`src/rtl/led_display_panel_rx.sv`:
```
// Panel-side receiver for a HUB75-style interface: synchronises the panel
// inputs, deserialises each shifted line and, on latch, streams one pixel
// word per column over a valid/ready handshake with error pulses.
module led_display_panel_rx #(
  parameter int NUM_ROW_PIXELS = 32,
  parameter int NUM_COL_PIXELS = 64,
  parameter int ROW_ADDR_W     = $clog2(NUM_ROW_PIXELS / 2),
  parameter int COL_W          = $clog2(NUM_COL_PIXELS),
  parameter int SYNC_STAGES    = 2
) (
  input  logic                  clk_in,
  input  logic                  n_reset_in,
  input  logic                  panel_bclk_in,
  input  logic                  panel_latch_in,
  input  logic                  panel_oe_n_in,
  input  logic [ROW_ADDR_W-1:0] panel_addr_in,
  input  logic [2:0]            panel_rgb_top_in,
  input  logic [2:0]            panel_rgb_bot_in,
  output logic                  pix_valid_out,
  input  logic                  pix_ready_in,
  output logic [COL_W-1:0]      pix_col_out,
  output logic [ROW_ADDR_W-1:0] pix_row_out,
  output logic [2:0]            pix_rgb_top_out,
  output logic [2:0]            pix_rgb_bot_out,
  output logic                  line_done_out,
  output logic                  len_err_out,
  output logic                  ovr_err_out,
  output logic                  oe_err_out,
  output logic [15:0]           lines_ok_out
);

  localparam int               CNT_W    = $clog2(NUM_COL_PIXELS + 2);
  localparam logic [CNT_W-1:0] CNT_FULL = CNT_W'(NUM_COL_PIXELS);
  localparam logic [CNT_W-1:0] CNT_SAT  = CNT_W'(NUM_COL_PIXELS + 1);
  localparam logic [COL_W-1:0] COL_LAST = COL_W'(NUM_COL_PIXELS - 1);

  typedef enum logic {
    IDLE,
    STREAM
  } stateT;

  logic [SYNC_STAGES-1:0]                 bclkSync_q;
  logic [SYNC_STAGES-1:0]                 latchSync_q;
  logic [SYNC_STAGES-1:0]                 oeNSync_q;
  logic [SYNC_STAGES-1:0][ROW_ADDR_W-1:0] addrSync_q;
  logic [SYNC_STAGES-1:0][5:0]            rgbSync_q;
  logic                                   bclkDly_q;
  logic                                   latchDly_q;

  logic                  bclkEvt_q;
  logic                  latchEvt_q;
  logic                  oeNEvt_q;
  logic [ROW_ADDR_W-1:0] addrEvt_q;
  logic [5:0]            rgbEvt_q;

  logic [NUM_COL_PIXELS-1:0][5:0] shiftBuf_q;
  logic [NUM_COL_PIXELS-1:0][5:0] shiftBuf_d;
  logic [NUM_COL_PIXELS-1:0][5:0] lineBuf_q;
  logic [CNT_W-1:0]               bitCnt_q;
  logic [CNT_W-1:0]               bitCnt_d;
  logic [CNT_W-1:0]               cntInc;
  logic [CNT_W-1:0]               cntSeen;
  logic [ROW_ADDR_W-1:0]          row_q;
  logic [15:0]                    linesOk_q;
  logic                           lenErr_q;
  logic                           lenErr_d;
  logic                           ovrErr_q;
  logic                           ovrErr_d;
  logic                           oeErr_q;
  logic                           oeErr_d;
  logic                           acceptLine;

  stateT            state_q;
  stateT            state_d;
  logic [COL_W-1:0] col_q;
  logic [COL_W-1:0] col_d;
  logic             pixValid;
  logic             lineDone;
  logic [5:0]       pixWord;

  // Synchronise every panel input, keep a delayed copy for edge detection,
  // and register the detected edges together with the data that goes with them.
  always_ff @(posedge clk_in or negedge n_reset_in) begin
    if (!n_reset_in) begin
      bclkSync_q  <= '0;
      latchSync_q <= '0;
      oeNSync_q   <= '1;
      addrSync_q  <= '0;
      rgbSync_q   <= '0;
      bclkDly_q   <= 1'b0;
      latchDly_q  <= 1'b0;
      bclkEvt_q   <= 1'b0;
      latchEvt_q  <= 1'b0;
      oeNEvt_q    <= 1'b1;
      addrEvt_q   <= '0;
      rgbEvt_q    <= '0;
    end else begin
      bclkSync_q  <= {bclkSync_q[SYNC_STAGES-2:0], panel_bclk_in};
      latchSync_q <= {latchSync_q[SYNC_STAGES-2:0], panel_latch_in};
      oeNSync_q   <= {oeNSync_q[SYNC_STAGES-2:0], panel_oe_n_in};
      addrSync_q  <= {addrSync_q[SYNC_STAGES-2:0], panel_addr_in};
      rgbSync_q   <= {rgbSync_q[SYNC_STAGES-2:0], {panel_rgb_top_in, panel_rgb_bot_in}};
      bclkDly_q   <= bclkSync_q[SYNC_STAGES-1];
      latchDly_q  <= latchSync_q[SYNC_STAGES-1];
      bclkEvt_q   <= bclkSync_q[SYNC_STAGES-1] & ~bclkDly_q;
      latchEvt_q  <= latchSync_q[SYNC_STAGES-1] & ~latchDly_q;
      oeNEvt_q    <= oeNSync_q[SYNC_STAGES-1];
      addrEvt_q   <= addrSync_q[SYNC_STAGES-1];
      rgbEvt_q    <= rgbSync_q[SYNC_STAGES-1];
    end
  end

  // Shift and count first, then judge a coincident latch against the updated count.
  always_comb begin
    cntInc     = (bitCnt_q == CNT_SAT) ? bitCnt_q : bitCnt_q + CNT_W'(1);
    cntSeen    = bclkEvt_q ? cntInc : bitCnt_q;
    shiftBuf_d = shiftBuf_q;
    if (bclkEvt_q) begin
      shiftBuf_d = {shiftBuf_q[NUM_COL_PIXELS-2:0], rgbEvt_q};
    end
    bitCnt_d   = cntSeen;
    lenErr_d   = 1'b0;
    ovrErr_d   = 1'b0;
    oeErr_d    = 1'b0;
    acceptLine = 1'b0;
    if (latchEvt_q) begin
      bitCnt_d = bclkEvt_q ? CNT_W'(1) : '0;
      oeErr_d  = ~oeNEvt_q;
      if (cntSeen != CNT_FULL) begin
        lenErr_d = 1'b1;
      end else if (state_q == STREAM) begin
        ovrErr_d = 1'b1;
      end else begin
        acceptLine = 1'b1;
      end
    end
  end

  // Capture registers: shift buffer, bit count, accepted line, row, counters and error pulses.
  always_ff @(posedge clk_in or negedge n_reset_in) begin
    if (!n_reset_in) begin
      shiftBuf_q <= '0;
      lineBuf_q  <= '0;
      bitCnt_q   <= '0;
      row_q      <= '0;
      linesOk_q  <= '0;
      lenErr_q   <= 1'b0;
      ovrErr_q   <= 1'b0;
      oeErr_q    <= 1'b0;
    end else begin
      shiftBuf_q <= shiftBuf_d;
      bitCnt_q   <= bitCnt_d;
      lenErr_q   <= lenErr_d;
      ovrErr_q   <= ovrErr_d;
      oeErr_q    <= oeErr_d;
      if (acceptLine) begin
        lineBuf_q <= shiftBuf_d;
        row_q     <= addrEvt_q;
        linesOk_q <= linesOk_q + 16'd1;
      end
    end
  end

  // Streaming FSM state and column registers.
  always_ff @(posedge clk_in or negedge n_reset_in) begin
    if (!n_reset_in) begin
      state_q <= IDLE;
      col_q   <= '0;
    end else begin
      state_q <= state_d;
      col_q   <= col_d;
    end
  end

  // Streaming FSM next state: one word per accepted handshake, last column ends the line.
  always_comb begin
    state_d  = state_q;
    col_d    = col_q;
    pixValid = 1'b0;
    lineDone = 1'b0;
    case (state_q)
      IDLE: begin
        if (acceptLine) begin
          state_d = STREAM;
          col_d   = '0;
        end
      end
      STREAM: begin
        pixValid = 1'b1;
        if (pix_ready_in) begin
          if (col_q == COL_LAST) begin
            lineDone = 1'b1;
            state_d  = IDLE;
            col_d    = '0;
          end else begin
            col_d = col_q + COL_W'(1);
          end
        end
      end
      default: begin
        state_d = IDLE;
      end
    endcase
  end

  // Present the current word only while valid so an idle port reads as all zeros.
  always_comb begin
    pixWord         = lineBuf_q[col_q];
    pix_valid_out   = pixValid;
    pix_col_out     = pixValid ? col_q : '0;
    pix_row_out     = pixValid ? row_q : '0;
    pix_rgb_top_out = pixValid ? pixWord[5:3] : 3'b0;
    pix_rgb_bot_out = pixValid ? pixWord[2:0] : 3'b0;
    line_done_out   = lineDone;
    len_err_out     = lenErr_q;
    ovr_err_out     = ovrErr_q;
    oe_err_out      = oeErr_q;
    lines_ok_out    = linesOk_q;
  end

endmodule

```
`config.mk`:
```
export PLATFORM = sky130hd
export DESIGN_NAME = led_display_panel_rx
export DESIGN_NICKNAME = d
export VERILOG_FILES = /design/src/rtl/led_display_panel_rx.sv
export SDC_FILE = /design/constraint.sdc
export NUM_CORES = 1
export LEC_CHECK = 0
export ABC_CLOCK_PERIOD_IN_PS = 4100
export CAP_MARGIN = 0
export CORE_MARGIN = 1
export CORE_UTILIZATION = 45
export CTS_CLUSTER_DIAMETER = 120
export DETAILED_ROUTE_END_ITERATION = 8
export DONT_BUFFER_PORTS = 1
export HOLD_SLACK_MARGIN = 0.08
export SLEW_MARGIN = 5
export SYNTH_ARGS = -nofsm -noshare
export SYNTH_HDL_FRONTEND = slang
export SYNTH_SLANG_ARGS = --single-unit
```
`constraint.sdc`:
```
create_clock -name clk_in -period 4.1 [get_ports clk_in]
set_input_delay 0.82 -clock clk_in [delete_from_list [all_inputs] [get_ports clk_in]]
set_output_delay 0.82 -clock clk_in [all_outputs]
set_load 0.01 [all_outputs]
```
==> results of run 1 <==
-- logic make-up after synthesis --
family	after synthesis
AND/OR/NAND/NOR	144
adder cells (fa/ha/maj)	4
buffers and inverters	139
multiplexers	886
XOR/XNOR	19
flip-flops	846
AO/OA/AOI/OAI	67
-- worst max-delay path, cell delays in order (launching register included) --
cell,delay [ns]
dfrtp_1,0.98
or3_1,0.34
o22ai_1,0.18
a211oi_1,0.79
a22o_1,0.39
-- area by class of cell --
cell class / count / area share (%)
clock inverters: 22 / 0.9662
inverters: 13 / 0.1248
clock buffers: 138 / 6.994
flip-flops and latches: 846 / 54.18
well taps: 1030 / 3.295
multi-input cells: 1120 / 32.90
repair buffers: 49 / 1.549
-- power groups by stage --
stage	clock network, mW	registers [mW]	logic [mW]
finish	8.42	9.19	2.73
CTS	8.67	9.19	2.78
global route	9.00	9.25	2.94
floorplan	0	9.10	1.83
detailed placement	0	9.40	2.64
global placement	0	9.38	2.61
-- cells in the mapped netlist, types with 2 or more instances --
cell type	number
buf_4	20
dfrtp_1	843
inv_1	11
or3b_2	2
a22o_1	7
nor2_1	25
nand3_1	30
and2_1	14
a21oi_1	9
buf_1	4
nor4_1	2
buf_6	12
nand2_1	31
a22oi_1	10
and4_1	2
a211oi_1	8
mux4_2	97
xor2_1	2
o21ai_0	8
a311oi_1	2
nand4_1	8
dfstp_2	3
nor2b_1	7
a31oi_1	7
mux2_2	674
xnor2_1	17
nor3_1	5
ha_1	4
buf_2	24
mux2i_1	16
o22ai_1	11
and3_1	8
clkbuf_1	66
mux2_4	99
-- placed cells by master (no fill, tap or decap), drive strengths merged, types with 4 or more instances in the layout --
master | synthesis | routed
mux2i | 16 | 16
o22ai | 11 | 11
and3 | 8 | 8
nor3 | 5 | 5
clkbuf | 66 | 138
a211oi | 8 | 8
ha | 4 | 4
nor2 | 25 | 25
a22oi | 10 | 10
and2 | 15 | 15
inv | 12 | 13
mux2 | 773 | 773
nand3 | 30 | 30
clkinv | 1 | 11
bufinv | 0 | 10
buf | 60 | 49
nand2 | 31 | 31
a22o | 7 | 7
a31oi | 7 | 7
nor2b | 7 | 7
xnor2 | 17 | 17
dfrtp | 843 | 843
a21oi | 9 | 9
o21ai | 8 | 8
nand4 | 8 | 8
mux4 | 97 | 97
-- through the flow --
step           setup slack (ns)  instance area (um2)
6_report               -0.03260                39110
5_1_grt                 0.03135                39110
4_1_cts                 0.08384                39110
3_5_place_dp             0.6053                35920
3_3_place_gp             0.6123                35920
2_1_floorplan             1.189                34750
-- registers in the layout (all words and copies together) (netlist names), 2 cells and up --
| register | cells |
|---|---|
| row_q | 4 |
| addrEvt_q | 4 |
| addrSync_q | 8 |
| lineBuf_q | 384 |
| rgbEvt_q | 6 |
| lines_ok_out | 16 |
| rgbSync_q | 12 |
| col_q | 6 |
| bitCnt_q | 7 |
| oeNSync_q | 2 |
| latchSync_q | 2 |
| shiftBuf_q | 384 |
| bclkSync_q | 2 |
-- per-layer routing --
metal	vias up	GRT usage, %
met5	-	0
met4	0	5.815
met3	104	3.103
met2	229	27.18
met1	9284	25.12
li1	7734	-
-- worst max path at each step --
stage,from,to,slack [ns],depth (start not counted)
3_3_place_gp,col_q[0]$_DFFE_PN0P_,pix_rgb_top_out[2],0.61,6
3_5_place_dp,col_q[0]$_DFFE_PN0P_,pix_rgb_top_out[2],0.61,6
6_report,col_q[3]$_DFFE_PN0P_,pix_rgb_bot_out[0],-0.03,4
5_1_grt,col_q[3]$_DFFE_PN0P_,pix_rgb_bot_out[0],0.03,4
4_1_cts,col_q[3]$_DFFE_PN0P_,pix_rgb_bot_out[0],0.08,4
2_1_floorplan,col_q[0]$_DFFE_PN0P_,pix_rgb_bot_out[2],1.19,7
-- timing repair --
action,in CTS,in global routing
setup buffers,4,0
endpoints found under the setup margin,3,1
gates resized for setup,0,1
endpoints found under the hold margin,843,673
==> summary.txt, run 1 <==
Cells and area
  – Nets@finish: 2139
  – Final cell count without fillers: 3218
  – Fillers: 6219
  – Area of the multi-input gates: 0.01286 mm2
  – FF+latch area: 0.02119 mm2
  – Layout cells sized above 1: 49.04%
  – Utilization after layout: 51.32%
  – Diode count: 0
  – Area Growth Syn to Fin: 12.53%

Global route
  – First-pass GRT wire length: 108700 um
  – Initial antenna violation count: 0
  – Largest net degree at the start of global routing: 847
  – Total congestion overflow: 0
  – GR Util All Layers: 17.56%
  – Vias in the first global route: 18980

Detailed routing
  – Routed via count: 17350
  – Top Metal Used: met4
  – Post-DR wirelength/cell: 20.65 um
  – Post-route DRC violation count: 0
  – Vias per cell: 5.392
  – Iteration-0 DRC Markers: 1127
  – Total Wirelength: 66460 um
  – Met3 WL: 3304 um
  – Wl on met1: 30580 um
  – TritonRoute pass-1 iters: 4
  – Post-route ant nets: 0
  – Met2 wire length: 30950 um

STA
  – Fin crit period: 4.133 ns
  – Slew headroom: -159.1%
  – Total negative slack: -0.03260 ns
  – Slew Limit Fails: 660
  – Tcrit/Tclk final: 100.8%
  – Worst Max-Slew Pin Slew: 3.886 ns
  – Hold Vio Cnt, Final: 29
  – WHS: -0.07875 ns
  – Max Clk Rate: 0.2420 GHz
  – Worst Skew: 0.02078 ns
  – RSZ-0062 raised after global routing: no
  – Final setup violation count: 1
  – Final worst-path setup slack: -0.03260 ns

Worst setup path
  – Critical Path Fanout Max: 18
  – Crit path kind: flop to output port
  – Critical path startpoint category: flop
  – Reg2Reg Capture Point: lineBuf_q[366]$_DFFE_PN0P_
  – Critical path endpoint category: output port
  – R2R depth: 9
  – Crit path arrival time: 3.31 ns
  – Reg-to-Reg Start: bitCnt_q[0]$_DFF_PN0_
  – Critical Path RT: 3.28 ns
  – R2R setup slack: 0.94 ns

Power and ir drop
  – Peak supply drop: 0.3509 mV
  – Comb power frac: 13.4%
  – Leak pwr: 18.71 nW
  – Total chip power: 20.34 mW
  – Sw frac: 25.30%
  – Clk network pwr share: 41.4%
  – Total net switching power: 5.147 mW
  – Pwr dens: 520.2 mW/mm2
  – Sequential Power Share: 45.2%
  – Internal portion of total power: 15.20 mW

Logic synthesis
  – Post-synthesis simple-gate area fraction: 2.221%
  – Cell taking the most area after synthesis: dfrtp_1
  – Post-synthesis async set-or-reset flop share: 100.0%
  – Largest family of logic cells by synthesized area: multiplexers
  – Xor-xnor portion of the synthesized cell area: 0.4788%
  – Compound-cell area share of the yosys netlist: 1.303%
  – Number of synthesized flops with an enable pin: 0
  – Mean Syn Cell Area: 16.51 um2
  – Cell variety after synth: 51
  – Adder-cell share of the synthesized area: 0.1440%
  – Top post-synthesis cells by area: dfrtp_1, mux2_2, mux4_2, mux2_4, clkbuf_1
  – Post-synth top area share: 60.70%
  – Cells after Synth: 2105
  – Synth warn: 0
  – Register area share after synthesis: 60.93%
  – Netlist area before placement: 0.03475 mm2
  – Synth Flop Type: dfrtp_1
  – #FFs+latches synth: 846
  – Post-synthesis mux area share: 32.86%
  – Net Count, Synth: 2125

Floorplanning
  – # rows: 101
  – Starting Density: 45.61%
  – Core area: 0.07620 mm2
  – Top Ports: 53
  – Die X: 279.9 um
  – Die H: 279.9 um
  – Die area: 0.07834 mm2

Clocking
  – H-tree depth: 3
  – Cts bufs inserted: 89
  – Clk sinks: 846
  – Longest Clk Path Bufs: 3
  – Clk Latency, worst-skew pair: 0.62 ns
  – Worst-path clk slew: 0.06 ns
  – Clock root buffer master: clkbuf_16
  – CTS tree: yes

Outcome
  – Status: finished with violations
  – Violations in the final reports: negative hold slack, max-slew violations, negative setup slack

Placed design
  – IO buf count: 0
  – Placer congestion estimate: 0.7726
  – DP HPWL: 40330 um
  – Placed cell count: 3054

Worst hold path
  – Hold Crit Class: input port to async pin

Run
  – Max-cap check violation count: 0
(Power assumes the default switching activity.)
==> run 2: changes to the inputs <==
- CORE_MARGIN: 1 -> default
- PLACE_DENSITY: default -> 0.7
==> run 2 against run 1 <==
Net effect: the flow now finishes without violations; global-route usage down 0.35 points; worst hold slack improved by 0.18 ns; final area hardly changed; clock-buffer cell count is 12 lower; cell count increased by 0.16%; sequential power up 0.4%; critical path type unchanged; register-to-register slack better by 0.09 ns.
==> summary.txt, run 2 (synthesis gave the netlist of run 1 again) <==
Power and ir drop
  – Sequential Power Share: 45.4%
  – Internal portion of total power: 15.06 mW
  – Peak supply drop: 0.2701 mV
  – Total net switching power: 5.263 mW
  – Comb power frac: 13.4%
  – Pwr dens: 519.9 mW/mm2
  – Sw frac: 25.89%
  – Clk network pwr share: 41.2%
  – Leak pwr: 18.72 nW

Detailed routing
  – Routed via count: 17470
  – Iteration-0 DRC Markers: 1069
  – Post-DR wirelength/cell: 20.48 um
  – Post-route DRC violation count: 0
  – Post-route ant nets: 0
  – TritonRoute pass-1 iters: 5
  – Vias per cell: 5.419
  – Total Wirelength: 66020 um

Cells and area
  – Area Growth Syn to Fin: 12.50%
  – Most frequent cells in the layout: dfrtp_1, mux2_2, mux2_4
  – Diode count: 0
  – Layout cells sized above 1: 49.16%
  – Commonest non-fill, non-tap cell in the layout: dfrtp_1
  – Nets@finish: 2139

Worst setup path
  – Crit path kind: flop to output port
  – Critical Path Fanout Max: 30
  – Critical path endpoint category: output port
  – CP most frequent cell: buf_4
  – Critical Path Stages: 6
  – R2R depth: 8
  – Crit-path cells: buf_4 -> mux4_2 -> o22ai_1 -> a211oi_1 -> buf_4 -> a22o_1
  – Critical path startpoint category: flop
  – CP Buf/Inv Count: 2
  – CP max-delay cell: buf_4
  – Critical path's top delay family: compound AO/OA/AOI/OAI gates
  – Critical path's largest stage delay: 0.52 ns
  – Critical Path RT: 3.28 ns
  – Crit path arrival time: 3.05 ns

STA
  – Max Clk Rate: 0.2585 GHz
  – Total negative slack: 0 ns
  – Final setup violation count: 0
  – WHS: 0.1036 ns
  – Fin crit period: 3.868 ns
  – RSZ-0062 raised after global routing: no
  – Worst Max-Slew Pin Slew: 0.9565 ns
  – Worst Skew: 0.02508 ns
  – Tcrit/Tclk final: 94.35%
  – Hold Vio Cnt, Final: 0
  – Slew headroom: 36.24%
  – Slew Limit Fails: 0

Clocking
  – Clk sinks: 846
  – CTS resizes: 0
  – Cts bufs inserted: 87
  – Worst-path clk slew: 0.06 ns
  – H-tree depth: 3
  – Longest Clk Path Bufs: 3
  – CTS tree: yes
  – Clk Latency, worst-skew pair: 0.64 ns
  – Clock root buffer master: clkbuf_16

Global route
  – Initial antenna violation count: 1
  – First-pass GRT wire length: 108100 um
  – Vias in the first global route: 19220
  – Largest net degree at the start of global routing: 847
  – GR Util All Layers: 17.21%
  – Total congestion overflow: 0

Floorplanning
  – Die area: 0.07834 mm2
  – Core area: 0.07620 mm2
  – Die X: 279.9 um
  – Die H: 279.9 um
  – Starting Density: 45.61%
  – Top Ports: 53
  – # rows: 101

Placed design
  – DP HPWL: 40700 um
  – Placer congestion estimate: 0.7853
  – IO buf count: 0

Worst hold path
  – Hold Crit Class: input port to async pin

Outcome
  – Status: completed

Run
  – Max-cap check violation count: 0
-- run 2: per-layer routing --
layer / GRT usage (%) / wire, um / up-vias / share of wire [%]
met5: 0 / 0 / - / 0
met4: 5.493 / 1387 / 0 / 2.1
met3: 2.594 / 2374 / 83 / 3.6
met2: 27.75 / 32120 / 218 / 49
met1: 24.04 / 30130 / 9440 / 46
li1: - / - / 7726 / -
-- run 2: what timing repair did --
action                                  in CTS  in global routing
setup buffers                                0                  5
hold endpoints to repair                   843                 81
endpoints found under the setup margin       0                  2
-- run 2: through the flow --
step,instances,power (mW),area [um2],setup slack (ns),utilization [%]
final,3223,20.33,39100,0.2315,51.31
after global placement,3050,11.82,35820,0.7583,47.01
after CTS,3213,20.33,38910,0.04863,51.06
after floorplan,2105,10.93,34750,1.189,-
after detailed placement,3050,11.90,35820,0.7391,47.01
after global routing,3223,21.15,39100,0.1567,51.31
-- run 2: path summary, 6_finish.rpt --
| check | start | to | slack (ns) |
|---|---|---|---|
| setup / recovery | col_q[2]$_DFFE_PN0P_ | pix_rgb_bot_out[0] | 0.23 |
| max in group asynchronous | n_reset_in | bclkEvt_q$_DFF_PN0_ | 2.23 |
| hold / removal | n_reset_in | shiftBuf_q[308]$_DFF_PN0_ | 0.10 |
| hold reg to reg | rgbSync_q[3]$_DFF_PN0_ | rgbSync_q[9]$_DFF_PN0_ | 0.35 |
| min in group clk_in | panel_oe_n_in | oeNSync_q[0]$_DFF_PN1_ | 0.20 |
| setup reg to reg | bitCnt_q[0]$_DFF_PN0_ | lineBuf_q[271]$_DFFE_PN0P_ | 1.03 |
-- run 2: power groups by stage --
| stage | Sequential (mW) | Combinational [mW] | Clock (mW) |
|---|---|---|---|
| after floorplan | 9.10 | 1.83 | 0 |
| final | 9.23 | 2.73 | 8.37 |
| after detailed placement | 9.45 | 2.45 | 0 |
| after CTS | 9.30 | 2.46 | 8.57 |
| after global routing | 9.29 | 2.96 | 8.90 |
| after global placement | 9.42 | 2.40 | 0 |
-- run 2: area by class of cell --
type / instances / area, um2
Sequential cell: 846 / 21190
Multi-Input combinational cell: 1120 / 12860
Fill cell: 6129 / 37100
Clock buffer: 126 / 2580
Timing Repair Buffer: 51 / 620.6
Clock inverter: 37 / 511.7
Inverter: 13 / 48.80
Tap cell: 1030 / 1289
==> run 3: changes to the inputs <==
- ABC_AREA: default -> 1
- SLEW_MARGIN: 5 -> 15
==> run 3 against run 2 <==
Net effect: clock power decreased by 0.7%; sequential share of layout area decreased by 1.8 points; total power is 1.1% higher; non-clock buffer count increased by 13; clock-buffer cell count shrank 2; worst setup slack worse by 0.082 ns; cell count rose by 70%; critical path depth rose by 7; wire length is 17% higher; critical endpoint is now pix_rgb_top_out[0]; largest cell class unchanged.
==> summary.txt, run 3 <==
Floorplanning
  – Starting Density: 45.35%
  – Die area: 0.08219 mm2
  – # rows: 104
  – Core area: 0.08042 mm2
  – Die H: 286.7 um
  – Die X: 286.7 um
  – Top Ports: 53

Worst setup path
  – Critical Path RT: 3.28 ns
  – Critical Path Fanout Max: 28
  – Critical path endpoint category: output port
  – Crit path kind: flop to output port
  – CP Capture Point: pix_rgb_top_out[0]
  – Critical Path Start: col_q[0]$_DFFE_PN0P_
  – Crit-path cells: clkinv_8 -> buf_12 -> buf_12 -> nand2_1 -> nand3_1 -> nand3_1 -> nand2_1 -> nand2_1 -> nand3_1 -> nand3_1 -> a21oi_2 -> buf_4 -> buf_4
  – Reg-to-Reg Start: bclkEvt_q$_DFF_PN0_
  – Critical path startpoint category: flop
  – Critical Path Stages: 13
  – Critical path's largest stage delay: 0.62 ns
  – CP most frequent cell: nand3_1
  – R2R depth: 10
  – Reg2Reg Capture Point: lineBuf_q[225]$_DFFE_PN0P_
  – R2R setup slack: 1.15 ns
  – CP Buf/Inv Count: 5
  – Critical path's top delay family: buffers and inverters
  – Crit path arrival time: 3.13 ns
  – CP max-delay cell: dfrtp_4

Global route
  – Largest net degree at the start of global routing: 847
  – Initial antenna violation count: 2
  – First-pass GRT wire length: 130300 um
  – Vias in the first global route: 25940
  – Total congestion overflow: 0
  – GR Util All Layers: 19.15%

Clocking
  – Worst-path clk slew: 0.06 ns
  – Clk sinks: 846
  – Longest Clk Path Bufs: 3
  – Clock root buffer master: clkbuf_16
  – H-tree depth: 3
  – Cts bufs inserted: 83
  – CTS tree: yes
  – Clk Latency, worst-skew pair: 0.62 ns

Logic synthesis
  – Netlist area before placement: 0.03647 mm2
  – Synth top cells by count: nand2_1, dfrtp_1, inv_1
  – Most frequent cell after synthesis: nand2_1
  – Number of synthesized flops with an enable pin: 0
  – Mean Syn Cell Area: 8.159 um2
  – Post-synth top area share: 57.84%
  – Top post-synthesis cells by area: dfrtp_1, nand2_1, nand3_1, o21ai_1, inv_1
  – Synth warn: 0
  – Synth Flop Type: dfrtp_1
  – Cell taking the most area after synthesis: dfrtp_1
  – Cell variety after synth: 27
  – Cells after Synth: 4470
  – Post-synthesis async set-or-reset flop share: 100.0%
  – #FFs+latches synth: 846
  – Register area share after synthesis: 58.06%
  – Net Count, Synth: 4490

Placed design
  – DP Area: 0.03717 mm2
  – Placer congestion estimate: 0.8165
  – DP HPWL: 41890 um
  – IO buf count: 0

Cells and area
  – Diode count: 0
  – Commonest non-fill, non-tap cell in the layout: nand2_1
  – Final Instance Area: 0.04041 mm2
  – Nets@finish: 4378
  – Layout cells sized above 1: 5.853%
  – Area Growth Syn to Fin: 10.79%
  – Most frequent cells in the layout: nand2_1, dfrtp_1, inv_1

Detailed routing
  – Total Wirelength: 77320 um
  – Met2 wire length: 34620 um
  – Routed via count: 27070
  – Met3 WL: 4371 um
  – Post-route ant nets: 0
  – Post-DR wirelength/cell: 14.10 um
  – Post-route DRC violation count: 0
  – TritonRoute pass-1 iters: 6
  – Top Metal Used: met5
  – Iteration-0 DRC Markers: 2497
  – Vias per cell: 4.936
  – Wl on met1: 36640 um

STA
  – Max Clk Rate: 0.2531 GHz
  – Hold Vio Cnt, Final: 0
  – Final setup violation count: 0
  – Slew headroom: 29.00%
  – Fin crit period: 3.951 ns
  – Slew Limit Fails: 0
  – Total negative slack: 0 ns
  – RSZ-0062 raised after global routing: no
  – Tcrit/Tclk final: 96.36%
  – Worst Skew: 0.03221 ns
  – Worst Max-Slew Pin Slew: 1.065 ns

Power and ir drop
  – Total chip power: 20.56 mW
  – Peak supply drop: 0.3361 mV
  – Pwr dens: 508.8 mW/mm2
  – Leak pwr: 19.53 nW

Run
  – Max-cap check violation count: 0

Outcome
  – Status: completed

Worst hold path
  – Hold Crit Class: input port to async pin
run 3: changes by cell type after synthesis, moves of 62 or more:
cell / delta
nand3_1: +328
mux2_4: -99
clkbuf_1: +62
nand2_1: +2074
inv_1: +409
mux4_2: -97
mux2_2: -674
o21ai_1: +354
run 3: stage by stage:
stage | utilization (%) | instances | worst slack [ns] | hold slack, ns
detailed placement | 46.22 | 5326 | 0.6917 | 0.3356
floorplan | - | 4470 | 1.567 | 0.3312
global placement | 46.22 | 5326 | 0.7116 | 0.3326
CTS | 50.00 | 5478 | 0.03992 | -0.03280
global route | 50.24 | 5485 | 0.01959 | 0.1694
finish | 50.24 | 5485 | 0.1494 | 0.1380
run 3: timing repair:
action                                  CTS  global route
cloned                                    0             1
hold endpoints to repair                843           129
resized for setup                         1             4
setup buffers                             0             1
endpoints found under the setup margin    1             3
run 3: worst min path at each step:
stage / slack (ns) / to / from
finish: 0.14 / shiftBuf_q[118]$_DFF_PN0_ / n_reset_in
global route: 0.17 / oeNSync_q[0]$_DFF_PN1_ / panel_oe_n_in
CTS: -0.03 / shiftBuf_q[215]$_DFF_PN0_ / n_reset_in
detailed placement: 0.34 / addrEvt_q[1]$_DFF_PN0_ / addrSync_q[5]$_DFF_PN0_
global placement: 0.33 / rgbSync_q[6]$_DFF_PN0_ / rgbSync_q[0]$_DFF_PN0_
floorplan: 0.33 / addrEvt_q[0]$_DFF_PN0_ / addrSync_q[4]$_DFF_PN0_
run 3: area by class of cell:
| class | instances | area, um2 |
|---|---|---|
| Inverter | 428 | 1629 |
| Timing Repair Buffer | 64 | 924.6 |
| Multi-Input combinational cell | 2935 | 12300 |
| Clock buffer | 124 | 2545 |
| Tap cell | 1060 | 1326 |
| Sequential cell | 846 | 21190 |
| Fill cell | 7419 | 40010 |
| Clock inverter | 28 | 490.5 |
run 3: worst register-to-register path: stages (launching register included):
cell	delay, ns
dfrtp_4	0.55
inv_8	0.29
nor2_1	0.11
xnor2_1	0.20
nand2_1	0.13
nor2_4	0.18
nand3_4	0.52
buf_12	0.45
buf_12	0.24
nand2_1	0.10
o21ai_1	0.05
run 3: report_power, final:
group / switching (mW) / internal [mW] / leakage, nW
combinational: 2.50 / 1.01 / 6.37
clock: 3.20 / 5.11 / 1.50
sequential: 0.151 / 8.58 / 11.7
run 3: logic make-up (layout without fill, tap and decap cells):
group,Yosys count,count (layout),synth area share (%)
compound gates,402,402,5.901
xor+xnor,20,20,0.4803
fa+ha+maj,4,4,0.1372
buf+inv,689,644,8.244
flops,846,846,58.06
simple gates,2509,2509,27.18
run 3: per-layer routing:
| metal | up-vias | global-route usage, % |
|---|---|---|
| met1 | 12880 | 27.17 |
| met3 | 120 | 3.657 |
| li1 | 13600 | - |
| met2 | 474 | 29.87 |
| met4 | 4 | 5.561 |
| met5 | - | 0 |
